$ cat config.mk
export PLATFORM = sky130hd
export DESIGN_NAME = memory_access_stage
export DESIGN_NICKNAME = d
export VERILOG_FILES = /design/src/rtl/memory_access_stage_pkg.sv /design/src/rtl/memory_access_stage_load_extend.sv /design/src/rtl/memory_access_stage.sv
export SDC_FILE = /design/constraint.sdc
export NUM_CORES = 1
export LEC_CHECK = 0
export ABC_AREA = 0
export BUFFER_PORTS_ARGS = -buffer_cell sky130_fd_sc_hd__buf_2
export CAP_MARGIN = 20
export CELL_PAD_IN_SITES_DETAIL_PLACEMENT = 1
export CELL_PAD_IN_SITES_GLOBAL_PLACEMENT = 2
export CORE_ASPECT_RATIO = 1.1
export CORE_MARGIN = 2
export CORE_UTILIZATION = 32
export CTS_BUF_LIST = sky130_fd_sc_hd__clkbuf_8
export DETAILED_ROUTE_END_ITERATION = 8
export GPL_TIMING_DRIVEN = 0
export PLACE_DENSITY_LB_ADDON = 0.1
export SYNTH_ARGS = -nofsm -noshare
export SYNTH_HDL_FRONTEND = slang
export SYNTH_HIERARCHICAL = 1
export SYNTH_SLANG_ARGS = --single-unit
$ cat constraint.sdc
create_clock -name clk_i -period 5.5 [get_ports clk_i]
set_clock_uncertainty 0.2 [all_clocks]
set_input_delay 0 -clock clk_i [delete_from_list [all_inputs] [get_ports clk_i]]
set_output_delay 0 -clock clk_i [all_outputs]
set_load 0.01 [all_outputs]
$ cat src/rtl/memory_access_stage_pkg.sv
// Shared processor encodings for the Memory stage: access width, result select,
// and the Memory pipeline register layout.
package memory_access_stage_pkg;

    localparam int unsigned XLEN       = 32;
    localparam int unsigned REG_ADDR_W = 5;

    typedef enum logic [2:0] {
        WIDTH_WORD  = 3'b000,
        WIDTH_HALF  = 3'b001,
        WIDTH_BYTE  = 3'b010,
        WIDTH_HALFU = 3'b011,
        WIDTH_BYTEU = 3'b100
    } width_e;

    typedef enum logic [2:0] {
        RES_ALU = 3'b000,
        RES_MEM = 3'b001,
        RES_PC4 = 3'b010,
        RES_IMM = 3'b011,
        RES_PCT = 3'b100
    } result_e;

    typedef struct packed {
        logic [XLEN-1:0]       alu_result;
        logic [XLEN-1:0]       write_data;
        logic [XLEN-1:0]       pc_target;
        logic [XLEN-1:0]       pc_plus4;
        logic [XLEN-1:0]       imm_ext;
        logic [REG_ADDR_W-1:0] rd;
        width_e                width_src;
        result_e               result_src;
        logic                  valid;
        logic                  reg_write;
        logic                  mem_write;
    } mem_stage_t;

    function automatic logic is_half(input width_e w);
        return (w == WIDTH_HALF) || (w == WIDTH_HALFU);
    endfunction

    function automatic logic is_byte(input width_e w);
        return (w == WIDTH_BYTE) || (w == WIDTH_BYTEU);
    endfunction

    function automatic logic is_misaligned(input width_e w, input logic [1:0] offset);
        if (w == WIDTH_WORD) begin
            return offset != 2'b00;
        end
        return is_half(w) && offset[0];
    endfunction

endpackage

$ cat src/rtl/memory_access_stage_load_extend.sv
// Load lane selection and sign/zero extension of raw memory read data.
module load_extend
    import memory_access_stage_pkg::*;
(
    input  logic [XLEN-1:0] rdata,
    input  logic [1:0]      offset,
    input  width_e          width_src,
    output logic [XLEN-1:0] data
);

    logic [7:0]  byte_lane;
    logic [15:0] half_lane;

    always_comb begin
        byte_lane = rdata[7:0];
        case (offset)
            2'd1:    byte_lane = rdata[15:8];
            2'd2:    byte_lane = rdata[23:16];
            2'd3:    byte_lane = rdata[31:24];
            default: byte_lane = rdata[7:0];
        endcase
        half_lane = offset[1] ? rdata[31:16] : rdata[15:0];
    end

    always_comb begin
        data = rdata;
        case (width_src)
            WIDTH_HALF:  data = {{16{half_lane[15]}}, half_lane};
            WIDTH_HALFU: data = {16'h0000, half_lane};
            WIDTH_BYTE:  data = {{24{byte_lane[7]}}, byte_lane};
            WIDTH_BYTEU: data = {24'h000000, byte_lane};
            default:     data = rdata;
        endcase
    end

endmodule

$ cat src/rtl/memory_access_stage.sv
// Memory pipeline stage: Memory pipeline register, data-memory request FSM with
// grant/rvalid handshake, store lane steering, load buffer and result forwarding.
module memory_access_stage
    import memory_access_stage_pkg::*;
(
    input  logic                  clk_i,
    input  logic                  reset_i,
    input  logic [XLEN-1:0]       alu_result_e_i,
    input  logic [XLEN-1:0]       write_data_e_i,
    input  logic [XLEN-1:0]       pc_target_e_i,
    input  logic [XLEN-1:0]       pc_plus4_e_i,
    input  logic [XLEN-1:0]       imm_ext_e_i,
    input  logic [REG_ADDR_W-1:0] rd_e_i,
    input  logic [2:0]            width_src_e_i,
    input  logic [2:0]            result_src_e_i,
    input  logic                  valid_e_i,
    input  logic                  reg_write_e_i,
    input  logic                  mem_write_e_i,
    input  logic                  stall_m_i,
    input  logic                  flush_m_i,
    output logic                  dmem_req_o,
    output logic                  dmem_we_o,
    output logic [XLEN-1:0]       dmem_addr_o,
    output logic [XLEN-1:0]       dmem_wdata_o,
    output logic [3:0]            dmem_be_o,
    input  logic                  dmem_gnt_i,
    input  logic                  dmem_rvalid_i,
    input  logic [XLEN-1:0]       dmem_rdata_i,
    output logic [XLEN-1:0]       alu_result_m_o,
    output logic [XLEN-1:0]       read_data_m_o,
    output logic [XLEN-1:0]       forward_data_m_o,
    output logic [XLEN-1:0]       pc_target_m_o,
    output logic [XLEN-1:0]       pc_plus4_m_o,
    output logic [XLEN-1:0]       imm_ext_m_o,
    output logic [REG_ADDR_W-1:0] rd_m_o,
    output logic [2:0]            result_src_m_o,
    output logic                  valid_m_o,
    output logic                  reg_write_m_o,
    output logic                  mem_busy_o,
    output logic                  misalign_o
);

    typedef enum logic [1:0] {
        IDLE,
        WAIT_RSP,
        DONE
    } state_e;

    state_e          state;
    state_e          state_next;
    mem_stage_t      e_in;
    mem_stage_t      m;
    logic            discard;
    logic            discard_next;
    logic            load_buf_en;
    logic [XLEN-1:0] load_buf;
    logic [XLEN-1:0] load_data;
    logic            is_store;
    logic            is_load;
    logic            mem_op;
    logic            misaligned;
    logic            pending;

    always_comb begin
        e_in            = '0;
        e_in.alu_result = alu_result_e_i;
        e_in.write_data = write_data_e_i;
        e_in.pc_target  = pc_target_e_i;
        e_in.pc_plus4   = pc_plus4_e_i;
        e_in.imm_ext    = imm_ext_e_i;
        e_in.rd         = rd_e_i;
        e_in.width_src  = width_e'(width_src_e_i);
        e_in.result_src = result_e'(result_src_e_i);
        e_in.valid      = valid_e_i;
        e_in.reg_write  = reg_write_e_i;
        e_in.mem_write  = mem_write_e_i;
    end

    always_ff @(posedge clk_i or negedge reset_i) begin
        if (!reset_i) begin
            m <= '0;
        end else if (flush_m_i) begin
            m <= '0;
        end else if (!stall_m_i) begin
            m <= e_in;
        end
    end

    assign is_store   = m.valid && m.mem_write;
    assign is_load    = m.valid && !m.mem_write && (m.result_src == RES_MEM);
    assign mem_op     = is_store || is_load;
    assign misaligned = is_misaligned(m.width_src, m.alu_result[1:0]);
    // Only IDLE can owe a request; WAIT_RSP/DONE mean this access is already granted.
    assign pending    = mem_op && !misaligned && (state == IDLE);

    always_ff @(posedge clk_i or negedge reset_i) begin
        if (!reset_i) begin
            state   <= IDLE;
            discard <= 1'b0;
        end else begin
            state   <= state_next;
            discard <= discard_next;
        end
    end

    always_comb begin
        state_next   = state;
        discard_next = discard;
        load_buf_en  = 1'b0;
        dmem_req_o   = 1'b0;
        mem_busy_o   = 1'b0;
        case (state)
            IDLE: begin
                dmem_req_o = pending;
                mem_busy_o = pending && !(dmem_gnt_i && is_store);
                if (pending && dmem_gnt_i) begin
                    if (is_store) begin
                        if (stall_m_i && !flush_m_i) begin
                            state_next = DONE;
                        end
                    end else begin
                        state_next   = WAIT_RSP;
                        discard_next = flush_m_i;
                    end
                end
            end
            WAIT_RSP: begin
                // A flushed load still owns the bus until its response drains.
                mem_busy_o = 1'b1;
                if (flush_m_i) begin
                    discard_next = 1'b1;
                end
                if (dmem_rvalid_i) begin
                    if (discard || flush_m_i) begin
                        state_next   = IDLE;
                        discard_next = 1'b0;
                    end else begin
                        load_buf_en = 1'b1;
                        state_next  = DONE;
                    end
                end
            end
            DONE: begin
                if (!stall_m_i || flush_m_i) begin
                    state_next = IDLE;
                end
            end
            default: begin
                state_next   = IDLE;
                discard_next = 1'b0;
            end
        endcase
    end

    load_extend u_load_extend (
        .rdata     (dmem_rdata_i),
        .offset    (m.alu_result[1:0]),
        .width_src (m.width_src),
        .data      (load_data)
    );

    always_ff @(posedge clk_i or negedge reset_i) begin
        if (!reset_i) begin
            load_buf <= '0;
        end else if (load_buf_en) begin
            load_buf <= load_data;
        end
    end

    always_comb begin
        dmem_be_o    = '0;
        dmem_wdata_o = m.write_data;
        if (is_store) begin
            if (is_byte(m.width_src)) begin
                dmem_be_o    = 4'b0001 << m.alu_result[1:0];
                dmem_wdata_o = {4{m.write_data[7:0]}};
            end else if (is_half(m.width_src)) begin
                dmem_be_o    = m.alu_result[1] ? 4'b1100 : 4'b0011;
                dmem_wdata_o = {2{m.write_data[15:0]}};
            end else begin
                dmem_be_o    = '1;
            end
        end
    end

    assign dmem_we_o   = dmem_req_o && m.mem_write;
    assign dmem_addr_o = {m.alu_result[XLEN-1:2], 2'b00};

    always_comb begin
        forward_data_m_o = m.alu_result;
        case (m.result_src)
            RES_PC4: forward_data_m_o = m.pc_plus4;
            RES_IMM: forward_data_m_o = m.imm_ext;
            RES_PCT: forward_data_m_o = m.pc_target;
            default: forward_data_m_o = m.alu_result;
        endcase
    end

    assign alu_result_m_o = m.alu_result;
    assign read_data_m_o  = load_buf;
    assign pc_target_m_o  = m.pc_target;
    assign pc_plus4_m_o   = m.pc_plus4;
    assign imm_ext_m_o    = m.imm_ext;
    assign rd_m_o         = m.rd;
    assign result_src_m_o = m.result_src;
    assign valid_m_o      = m.valid;
    assign reg_write_m_o  = m.reg_write && m.valid;
    assign misalign_o     = mem_op && misaligned;

endmodule
==> run_results.csv <==
group,metric,value,unit
status,status,"complete, no violations",
final_layout,final_nets,2218,
placement,pre_cts_slack,2.799,ns
drt,drcViolationCount,0,
drt,antenna_left,0,
final_layout,final_cells,2528,
timing,hold_slack,0.02035,ns
critical_path,critPathLaunchType,"flop",
critical_path,slowest_delay,0.75,ns
die,core_area,0.03704,mm^2
logic_synthesis,yosysWarnings,6,
final_layout,syn_to_final_growth,56.39,%
critical_path,cp_slowest_cell,"dfrtp_1",
final_layout,drive_above_1_share,39.96,%
flow_run,cap_violations,0,
hold_path,min_path_type,"primary input to flop",
timing,setup-tns-final,0,ns
critical_path,crit_required,5.75,ns
cts,post_cts_buffers,0,
cts,cts_tree,"yes",
pwr,switchingPower,0.001347,W
placement,dp_hpwl,37530,um
global_route,grt_max_degree,96,
timing,finalMaxSlewViolations,0,
die,die_w,188.6,um
critical_path,crit_top_cell,"dlygate4sd3_1",
pwr,power_density,232.3,mW/mm^2
drt,dr.first_iter.drc_count,452,
die,fp.dieH,207.1,um
cts,clk_pin_slew,0.06,ns
timing,period_needed,3.665,ns
pwr,p_sw_share,30.89,%
critical_path,end_kind,"flop",
cts,clock_sinks,209,
pwr,intPower,0.003012,W
placement,place_congestion,0.7918,
logic_synthesis,ys_types,53,
pwr,p_clk_share,34.0,%
timing,slew-limit-headroom,46.26,%
critical_path,arrival,3.91,ns
logic_synthesis,synth-main-ff-cell,"dfrtp_1",
pwr,ir_worst_vdd,0.1331,mV
logic_synthesis,syn_inst,1189,
pwr,comb_power_share,26.1,%
cts,clkLatencyLatePin,0.56,ns
timing,period_share,66.64,%
logic_synthesis,ys_seq_elements,209,
logic_synthesis,synth-async-reset-ratio,100.0,%
logic_synthesis,synth-seq-area-share,43.59,%
cts,h-tree-depth,2,
global_route,grt_overflow,0,
pwr,leakagePower,10.22,nW
timing,tightest_slew,0.8008,ns
final_layout,final_common_cell,"buf_2",
logic_synthesis,syn_avg_cell_area,10.09,um^2
drt,num_vias,12040,
die,num_io_pins,486,
die,num_rows,74,
timing,fmaxAchievable,272.8,MHz
cts,cts_max_path_buffers,3,
cts,cts-root-buf,"clkbuf_8",
drt,drt-total-wl,52880,um
die,initial_core_util,32.40,%
timing,setup_slack,1.835,ns
global_route,grt_pass1_vias,13180,
timing,finalSetupViolations,0,
global_route,grt_pass1_wl,80300,um
drt,viasPerCell,4.763,
timing,grt_setup_unrepaired,"no",
drt,firstDrtPassIters,5,
global_route,grt_usage,26.87,%
logic_synthesis,yosys.area.top_type_share,43.59,%
logic_synthesis,syn_area,0.01200,mm^2
die,die_area,0.03906,mm^2
cts,cts_buffers,41,
logic_synthesis,synth_edf_count,0,
global_route,antenna_found_initial,3,
drt,routedWlPerCell,20.92,um
final_layout,mostFrequentLayoutCells,"515 x buf_2, 289 x dlygate4sd3_1, 209 x dfrtp_1",
placement,port_buffers,481,
critical_path,cp_cell_sequence,"buf_6 > nand3b_2 > o21ai_1 > o221ai_1 > dlygate4sd3_1 > mux2_2 > dlygate4sd3_1",
critical_path,cp_num_buf_inv,3,
critical_path,cp_max_fo,14,
logic_synthesis,synth_top_cell_by_area,"dfrtp_1",
timing,hold_violations,0,
critical_path,crit_type,"flop to flop",
placement,dpl.cell_count,2167,
pwr,power_frac_seq,39.9,%
logic_synthesis,ys_top_cells_by_area,"dfrtp_1 44%, mux2i_1 15%, buf_4 11%",
critical_path,path_delay_family,"buffers and inverters",
-- cells by family after synthesis --
logic type                 after synthesis  synth area share (%)
other                                    1               0.03125
buffers and inverters                  279                 14.94
muxes                                  232                 20.76
DFF                                    209                 43.59
AOI/OAI and AO/OA                      191                 10.57
and+or+nand+nor                        273                 9.802
adders and majority gates                1               0.08342
xor gates and xnor gates                 3                0.2190
-- path summary, 6_finish.rpt --
| path | start | end | slack, ns | cells past startpoint |
|---|---|---|---|---|
| hold reg to reg | read_data_m_o[25] | read_data_m_o[25] | 0.30 | 1 |
| max in group asynchronous | reset_i | m[128] | 4.14 | 4 |
| min in group asynchronous | reset_i | alu_result_m_o[6] | 0.39 | 4 |
| hold / removal | pc_plus4_e_i[24] | pc_plus4_m_o[24] | 0.02 | 4 |
| setup / recovery | alu_result_m_o[1] | read_data_m_o[0] | 1.83 | 7 |
| setup reg to reg | alu_result_m_o[1] | read_data_m_o[0] | 1.83 | 7 |
-- synth_stat cells (2+ instances only) --
master	number
inv_1	20
clkbuf_1	39
nor2b_1	6
mux4_2	8
o21bai_1	2
a221oi_1	4
mux2_2	45
xnor2_1	3
nand2_1	42
o21ai_0	19
nor3b_1	2
a211o_1	2
o221ai_1	8
o22a_1	28
buf_4	176
mux2_1	2
mux2_4	2
o21a_1	2
buf_1	4
dfrtp_1	209
a21o_1	5
nor2_1	182
a22oi_1	8
o211ai_1	7
buf_6	4
nand2b_1	6
buf_2	35
and4b_1	2
and3b_1	3
a21oi_1	43
o21ai_1	2
nand3b_1	3
o22ai_1	56
mux2i_1	175
nand3_1	17
-- power groups by stage --
stage               combinational [W]  clock (W)  sequential [W]
detailed placement           0.000940          0         0.00176
CTS                           0.00114    0.00154         0.00174
global placement             0.000924          0         0.00176
finish                        0.00114    0.00148         0.00174
floorplan                    0.000527          0         0.00174
global route                  0.00123    0.00161         0.00175
-- final cells by class --
class / count / area [um^2]
Fill cell: 4321 / 18270
Sequential cell: 209 / 5230
Multi-Input combinational cell: 702 / 4980
Antenna cell: 2 / 5.005
Clock inverter: 21 / 86.33
Clock buffer: 48 / 660.6
Timing Repair Buffer: 773 / 5393
Buffer: 259 / 1718
Inverter: 20 / 75.07
Tap cell: 494 / 618.1
-- state kept, by name, indices dropped and copies added (netlist names), 3 cells and up --
register / cells
alu_result_m_o: 32
imm_ext_m_o: 32
m: 37
pc_plus4_m_o: 32
pc_target_m_o: 32
rd_m_o: 5
read_data_m_o: 32
result_src_m_o: 3
-- worst reg2reg max path: cells and delay by family (launching register included) --
kind | cells | cell delay [ns]
buf+inv | 3 | 1.43
flops | 1 | 0.75
compound gates | 2 | 0.69
mux | 1 | 0.26
simple gates | 1 | 0.22
-- layer usage --
layer / part of all wire, % / wire length, um / track usage, % / up-vias
met5: 0.021 / 11 / 0 / -
met4: 2.7 / 1450 / 8.270 / 2
met3: 6.1 / 3224 / 5.676 / 77
met2: 51 / 26720 / 47.69 / 416
met1: 41 / 21470 / 32.43 / 5935
li1: - / - / - / 5611
-- metrics by stage --
step                area, um^2  total power (W)  util, %
floorplan                12000         0.002265        -
global placement         15030         0.002685    40.58
detailed placement       15090         0.002705    40.75
CTS                      18760         0.004411    50.66
global route             18770         0.004591    50.67
finish                   18770         0.004359    50.67
-- what timing repair did --
action | CTS | global route
gates resized for setup | 0 | 0
setup endpoints to repair | 0 | 0
hold buffers | 290 | 0
hold endpoints to repair | 418 | 0
Note: power is estimated with default switching activity, not from simulation.
